`src/rtl/alu_flag_pipe_if.sv`:
```
// alu_flag_pipe_if: instruction/result bundle between the operand stage and the flag ALU
interface alu_flag_pipe_if #(parameter int WIDTH = 16);
   logic             In_valid;
   logic [2:0]       In_op;
   logic [1:0]       In_cond;
   logic [1:0]       In_flag_we;
   logic [WIDTH-1:0] In_A;
   logic [WIDTH-1:0] In_B;
   logic             In_stall;
   logic             In_flush;
   logic             Out_valid;
   logic             Out_wr_en;
   logic [WIDTH-1:0] Out_result;
   logic             Out_CFlag;
   logic             Out_ZFlag;
   modport master (
      output In_valid, In_op, In_cond, In_flag_we, In_A, In_B, In_stall, In_flush,
      input  Out_valid, Out_wr_en, Out_result, Out_CFlag, Out_ZFlag
   );
   modport slave (
      input  In_valid, In_op, In_cond, In_flag_we, In_A, In_B, In_stall, In_flush,
      output Out_valid, Out_wr_en, Out_result, Out_CFlag, Out_ZFlag
   );
endinterface

```
`src/rtl/alu_flag_pipe.sv`:
```
// alu_flag_pipe: registered ADD/SUB/NAND/CMP stage owning the carry and zero flags
module alu_flag_pipe #(parameter int WIDTH = 16) (
   input logic             In_clk,
   input logic             In_reset_n,
   alu_flag_pipe_if.slave  bus
);
   logic             r_valid, r_wr_en, r_c, r_z;
   logic [WIDTH-1:0] r_result;
   logic [WIDTH:0]   w_sum, w_diff;
   logic [WIDTH-1:0] w_res;
   logic             w_add, w_nand, w_cmp, w_sub;
   logic             w_cap, w_cond_ok, w_exec, w_wr, w_c, w_z;
   assign w_add  = bus.In_op == 3'b001;
   assign w_nand = bus.In_op == 3'b010;
   assign w_cmp  = bus.In_op == 3'b011;
   assign w_sub  = bus.In_op == 3'b100;
   assign w_sum  = {1'b0, bus.In_A} + {1'b0, bus.In_B};
   assign w_diff = {1'b0, bus.In_A} - {1'b0, bus.In_B};
   assign w_cap     = bus.In_valid & ~bus.In_stall & ~bus.In_flush;
   // Condition is judged against the flags as they stand before this edge
   assign w_cond_ok = (bus.In_cond == 2'b01) ? r_z : (bus.In_cond == 2'b10) ? r_c : 1'b1;
   assign w_exec    = w_cap & w_cond_ok & (w_add | w_nand | w_cmp | w_sub);
   assign w_wr      = w_exec & ~w_cmp;
   assign w_res = w_add ? w_sum[WIDTH-1:0] : w_sub ? w_diff[WIDTH-1:0] : ~(bus.In_A & bus.In_B);
   // Borrow out of the widened subtract is the inverse of carry
   assign w_c   = w_add ? w_sum[WIDTH] : ~w_diff[WIDTH];
   assign w_z   = w_cmp ? (bus.In_A == bus.In_B) : (w_res == '0);
   always_ff @(posedge In_clk) begin
      if (!In_reset_n) begin
         r_valid  <= 1'b0;
         r_wr_en  <= 1'b0;
         r_result <= '0;
         r_c      <= 1'b0;
         r_z      <= 1'b0;
      end else if (bus.In_flush || !bus.In_stall) begin
         r_valid <= w_cap;
         r_wr_en <= w_wr;
         if (w_wr) r_result <= w_res;
         if (w_exec && (w_add || w_sub) && bus.In_flag_we[1]) r_c <= w_c;
         if (w_exec && bus.In_flag_we[0]) r_z <= w_z;
      end
   end
   assign bus.Out_valid  = r_valid;
   assign bus.Out_wr_en  = r_wr_en;
   assign bus.Out_result = r_result;
   assign bus.Out_CFlag  = r_c;
   assign bus.Out_ZFlag  = r_z;
endmodule

```
`src/flat_wrapper.sv`:
```
// flat-port wrapper written by rule: the top's interface ports become plain ports
module alu_flag_pipe_flat 
#(parameter int WIDTH = 16)
  (In_clk, In_reset_n, bus_In_valid, bus_In_op, bus_In_cond, bus_In_flag_we, bus_In_A, bus_In_B, bus_In_stall, bus_In_flush, bus_Out_valid, bus_Out_wr_en, bus_Out_result, bus_Out_CFlag, bus_Out_ZFlag);
  alu_flag_pipe_if #(.WIDTH(WIDTH)) bus_i ();
  input logic In_clk;
  input logic In_reset_n;
  input wire logic [$bits(bus_i.In_valid)-1:0] bus_In_valid;
  input wire logic [$bits(bus_i.In_op)-1:0] bus_In_op;
  input wire logic [$bits(bus_i.In_cond)-1:0] bus_In_cond;
  input wire logic [$bits(bus_i.In_flag_we)-1:0] bus_In_flag_we;
  input wire logic [$bits(bus_i.In_A)-1:0] bus_In_A;
  input wire logic [$bits(bus_i.In_B)-1:0] bus_In_B;
  input wire logic [$bits(bus_i.In_stall)-1:0] bus_In_stall;
  input wire logic [$bits(bus_i.In_flush)-1:0] bus_In_flush;
  output wire logic [$bits(bus_i.Out_valid)-1:0] bus_Out_valid;
  output wire logic [$bits(bus_i.Out_wr_en)-1:0] bus_Out_wr_en;
  output wire logic [$bits(bus_i.Out_result)-1:0] bus_Out_result;
  output wire logic [$bits(bus_i.Out_CFlag)-1:0] bus_Out_CFlag;
  output wire logic [$bits(bus_i.Out_ZFlag)-1:0] bus_Out_ZFlag;
  assign bus_i.In_valid = bus_In_valid;
  assign bus_i.In_op = bus_In_op;
  assign bus_i.In_cond = bus_In_cond;
  assign bus_i.In_flag_we = bus_In_flag_we;
  assign bus_i.In_A = bus_In_A;
  assign bus_i.In_B = bus_In_B;
  assign bus_i.In_stall = bus_In_stall;
  assign bus_i.In_flush = bus_In_flush;
  assign bus_Out_valid = bus_i.Out_valid;
  assign bus_Out_wr_en = bus_i.Out_wr_en;
  assign bus_Out_result = bus_i.Out_result;
  assign bus_Out_CFlag = bus_i.Out_CFlag;
  assign bus_Out_ZFlag = bus_i.Out_ZFlag;
  alu_flag_pipe #(.WIDTH(WIDTH)) u_core (.In_clk(In_clk), .In_reset_n(In_reset_n), .bus(bus_i));
endmodule
```
`config.mk`:
```
export PLATFORM = sky130hd
export DESIGN_NAME = alu_flag_pipe_flat
export DESIGN_NICKNAME = d
export VERILOG_FILES = /design/src/rtl/alu_flag_pipe_if.sv /design/src/rtl/alu_flag_pipe.sv /design/src/flat_wrapper.sv
export SDC_FILE = /design/constraint.sdc
export NUM_CORES = 1
export LEC_CHECK = 0
export BUFFER_PORTS_ARGS = -buffer_cell sky130_fd_sc_hd__buf_2
export CAP_MARGIN = 20
export CELL_PAD_IN_SITES_DETAIL_PLACEMENT = 1
export CELL_PAD_IN_SITES_GLOBAL_PLACEMENT = 1
export CORE_MARGIN = 2
export CORE_UTILIZATION = 36
export CTS_CLUSTER_DIAMETER = 200
export DETAILED_ROUTE_END_ITERATION = 8
export PLACE_DENSITY = 0.8
export SLEW_MARGIN = 10
export SYNTH_ARGS = -nofsm -noshare
export SYNTH_HDL_FRONTEND = slang
export SYNTH_SLANG_ARGS = --single-unit
```
`constraint.sdc`:
```
create_clock -name In_clk -period 2.2 [get_ports In_clk]
set_input_delay 0.11 -clock In_clk [delete_from_list [all_inputs] [get_ports In_clk]]
set_output_delay 0.11 -clock In_clk [all_outputs]
set_load 0.005 [all_outputs]
```
# Yosys cells after proc, flatten, opt, wreduce, memory -nomap -nowiden
# Cells that the tools add are included.
dict set report totals {
  elab_cells 44
  out_inout_bits 20
  ff_bits 20
}
dict set report op_classes {
  reduce_logical 10
  n_mux 6
  eq_ne 7
  n_bitwise 14
  n_addsub 2
}
# cell n
set op_table {}
lappend op_table {{16-bit two-way mux} 2}
lappend op_table {{16-bit by 16-bit adder with 17-bit output} 1}
lappend op_table {{16-bit by 16-bit subtractor with 17-bit output} 1}
lappend op_table {{16-bit bitwise AND} 1}
lappend op_table {{16-bit == test} 1}
lappend op_table {{16-bit zero test} 1}
lappend op_table {{16-bit inverter} 1}
lappend op_table {{3-bit by 2-bit == test with 1-bit output, second input constant} 2}
lappend op_table {{2-bit AND reduction} 3}
lappend op_table {{1-bit bitwise AND} 5}
lappend op_table {{1-bit two-way mux} 4}
lappend op_table {{1-bit inverter} 4}
lappend op_table {{3-bit by 1-bit == test with 1-bit output, second input constant} 1}
lappend op_table {{3-bit == test, second input constant} 1}
lappend op_table {{1-bit logical AND} 3}
lappend op_table {{1-bit bitwise OR} 3}
lappend op_table {{2-bit by 1-bit == test with 1-bit output, second input constant} 1}
lappend op_table {{2-bit == test, second input constant} 1}
lappend op_table {{1-bit logical OR} 2}
lappend op_table {{1-bit zero test} 1}

# Depth between registers and ports, before layout
dict set report depth {
  ltp_word 8
  mapped_depth 12
  ltp_nobuf 12
}

# Worst setup path after synthesis
# Ideal clock, no wire load.
dict set report synth_path {
  path_kind {input-to-reg}
  start {input bus_In_B[2]}
  end {register u_core.r_result[15], in the netlist u_core.bus.Out_result[15]}
  path_stages 12
  t_arrival_ns 2.335
  path_slack_ns -0.250
  setup_time_ns 0.115
  cell_sequence {inv_1 ha_1 buf_6 nor3b_2 o31ai_1 a2111o_1 a31o_1 o21a_1 o221a_1 a31oi_1 o21ai_1 and2_1}
}
dict set report synth_between {
  elab_chain_cells 3
}
# item line
set synth_lines {}
lappend synth_lines {{start: declaration} flat_wrapper.sv:13} ;# input wire logic [$bits(bus_i.In_B)-1:0] bus_In_B;
lappend synth_lines {{16-bit by 16-bit subtractor with 17-bit output} alu_flag_pipe.sv:18} ;# assign w_diff = {1'b0, bus.In_A} - {1'b0, bus.In_B};
lappend synth_lines {{16-bit two-way mux} alu_flag_pipe.sv:24} ;# assign w_res = w_add ? w_sum[WIDTH-1:0] : w_sub ? w_diff[WIDTH-1:0] : ~(bus.In_A & bus.In_B);
lappend synth_lines {{16-bit two-way mux *} alu_flag_pipe.sv:24}
lappend synth_lines {{end signal: assignment} alu_flag_pipe.sv:38} ;# if (w_wr) r_result <= w_res;
lappend synth_lines {{end: declaration} alu_flag_pipe.sv:8} ;# logic [WIDTH-1:0] r_result;
# Mark *: on every way between the ends. The rest lies on a longest branch, timed or not.
# A chain may end at the register's enable or synchronous reset.

# Worst setup path in the final report
dict set report layout_path {
  start {input bus_In_B[1]}
  end {register u_core.r_result[15], in the netlist u_core.bus.Out_result[15]}
}
# Same word-level chain as after synthesis.

==> flow_metrics.py <==
metrics = {
    "die": {
        "num_rows": 31,
        "io_pins": 64,
        "die_w_um": 91.6,
        "coreArea_um2": 7330,
        "die_h_um": 91.6,
        "start_util_pct": 37.7,
        "fp.dieArea_um2": 8390,
    },
    "logic_synthesis": {
        "synthCells": 376,
        "ys_ff_latch": 20,
        "synthDistinctLibCells": 65,
        "synth_warnings": 0,
        "synth_flop_cell": "dfxtp_1",
        "synth-seq-area-share_pct": 14.5,
        "ys_async_sr_fraction_pct": 0,
        "netlist_area_um2": 2760,
        "syn_area_per_cell_um2": 7.34,
        "syn_nets": 455,
        "synth-edff-count": 0,
    },
    "timing": {
        "setup_viol": 3,
        "slew_viol_final": 0,
        "fin_crit_ps": 2290,
        "period_share_pct": 104,
        "relSlewSlack_pct": 67.0,
        "skew_ps": 0.439,
        "fin_tns_setup_ps": -172,
        "hold_violations": 0,
        "worst_pin_slew_ps": 494,
        "max_freq_ghz": 0.437,
        "rsz0062_at_grt": "yes",
        "setup_slack_ps": -88.9,
    },
    "critical_path": {
        "cp-start-kind": "primary input",
        "worst_setup_path_end_kind": "flop",
        "reg2reg_depth": 9,
        "worstPathMaxFanout": 4,
        "critPathKind": "primary input to flop",
        "cp_data_required_time_ps": 2350,
        "r2r_setup_slack_ps": 270,
        "critPathArrivalTime_ps": 2440,
    },
    "final_layout": {
        "drive_gt1_share_pct": 40.3,
        "layout_commonest_cell": "buf_4",
        "fin_nets": 582,
        "antenna_cells": 0,
        "postLayoutCoreUtil_pct": 55.2,
        "final_cell_mix": "buf_4, buf_2, a21oi_1",
        "syn2layout_area_growth_pct": 46.5,
    },
    "clock_network": {
        "cts-root-buf": "clkbuf_8",
        "clk_pin_slew_worst_paths_ps": 70,
        "clock_sinks": 20,
        "cts_hold_buf": 0,
        "htree_levels": 1,
        "cts_tree": "yes",
        "clkLatencyLatePin_ps": 260,
        "cts_buffers": 3,
        "clk_path_buf_depth": 2,
    },
    "placed_design": {
        "routabilityCongestion": 0.913,
        "io_buffers": 63,
        "hpwl_um": 8670,
    },
    "drt": {
        "drtIter0Drc": 157,
        "drt-met1-wl_um": 4370,
        "wire_per_inst_um": 18.8,
        "dr.max_layer_used": "met4",
        "vias_per_cell": 5.84,
        "drt-pass1-iter-count": 4,
        "met2_wirelength_um": 6060,
        "drc": 0,
        "via_count": 3503,
        "routed-wl-met3_um": 594,
        "drt.antenna.violating_nets": 0,
        "wl_um": 11300,
    },
    "grt": {
        "grt_pass1_vias": 3824,
        "grt_max_degree": 19,
        "grt_pass1_wl_um": 18300,
        "antenna_found_initial": 0,
        "grt_usage_pct": 26.5,
        "grt.overflow.total": 0,
    },
    "hold_path": {
        "hp-class": "primary input to flop",
        "hold_path_depth": 2,
    },
    "job": {
        "cap_violations": 0,
    },
    "outcome": {
        "status": "finished with violations",
        "violations": "setup timing",
    },
    "pwr": {
        "leakagePower_nw": 1.79,
        "power.density_nw_per_um2": 369,
        "peakVddDrop_v": 0.000263,
    },
}
[kinds of logic after synthesis]
group / Yosys count / share of synthesized area [%]
AO/OA/AOI/OAI: 146 / 37.7
buffers and inverters: 52 / 8.25
adder cells (fa/ha/maj): 35 / 16.4
multiplexers: 1 / 0.362
flip-flops: 20 / 14.5
AND/OR/NAND/NOR: 121 / 22.5
XOR/XNOR: 1 / 0.317
[sequential cells by signal, indices dropped and copies added, names as in the netlist]
| name | count |
|---|---|
| u_core.bus.Out_CFlag | 1 |
| u_core.bus.Out_ZFlag | 1 |
| u_core.bus.Out_result | 16 |
| u_core.bus.Out_valid | 1 |
| u_core.bus.Out_wr_en | 1 |
[worst paths after layout]
check	startpoint	to
hold / removal	bus_In_flush	u_core.bus.Out_valid
hold reg to reg	u_core.bus.Out_result[11]	u_core.bus.Out_result[11]
setup reg to reg	u_core.bus.Out_ZFlag	u_core.bus.Out_ZFlag
setup / recovery	bus_In_B[1]	u_core.bus.Out_result[15]
[repair_timing]
item | 4_1_cts | 5_1_grt
cloned | 0 | 0
setup buffers | 2 | 1
setup endpoints to repair | 7 | 8
resized for setup | 26 | 23
pin swaps | 8 | 15
[power breakdown]
part           switching (mW)  leakage, nW  internal, mW
Clock                   0.122       0.0216         0.122
Sequential            0.00444        0.162         0.369
Combinational           0.464         1.61         0.410
[cell usage after synthesis, types with 6 or more instances]
cell       n  area (um^2)
ha_1      33          413
a31oi_1    7         43.8
o21ai_0   19         95.1
nand2_1   23         86.3
a211oi_1   7         52.6
o22ai_1    6         37.5
nor2_1    37          139
dfxtp_1   20          400
a21oi_1   40          200
clkbuf_1  12         45.0
nand3_1    7         35.0
inv_1     31          116
nor3_1    15         75.1
[critical path, stage by stage]
cell and delay, ps:
buf_2 100, inv_2 40, ha_4 250, nor3b_4 220, o31ai_2 100, a2111o_1 430
a31o_4 260, o21a_1 210, o221a_1 260, a31oi_1 200, o21ai_1 90, and2_1 150
[layout make-up]
cell class,count,area [um^2]
Fill cell,949,3290
Multi-Input combinational cell,304,2410
Timing Repair Buffer,143,943
Sequential cell,20,400
Tap cell,99,124
Inverter,31,121
Clock buffer,3,41.3
[layer usage]
layer | vias to the layer above | track usage [%]
li1 | 1652 | -
met1 | 1704 | 29.7
met2 | 127 | 51.9
met3 | 20 | 2.82
met4 | 0 | 7.45
met5 | - | 0
[stage by stage]
step	total power [mW]	hold slack (ps)	instance area, um^2	setup WS (ps)	cells
after CTS	1.43	51.4	3920	-32.0	599
after detailed placement	1.16	318	3750	-405	594
final	1.49	54.5	4050	-88.9	600
after global placement	1.12	306	3750	-326	594
after floorplan	0.819	189	2840	-39.0	376
after global routing	1.58	51.2	4050	-161	600
Power figures use the tool's default switching activity.
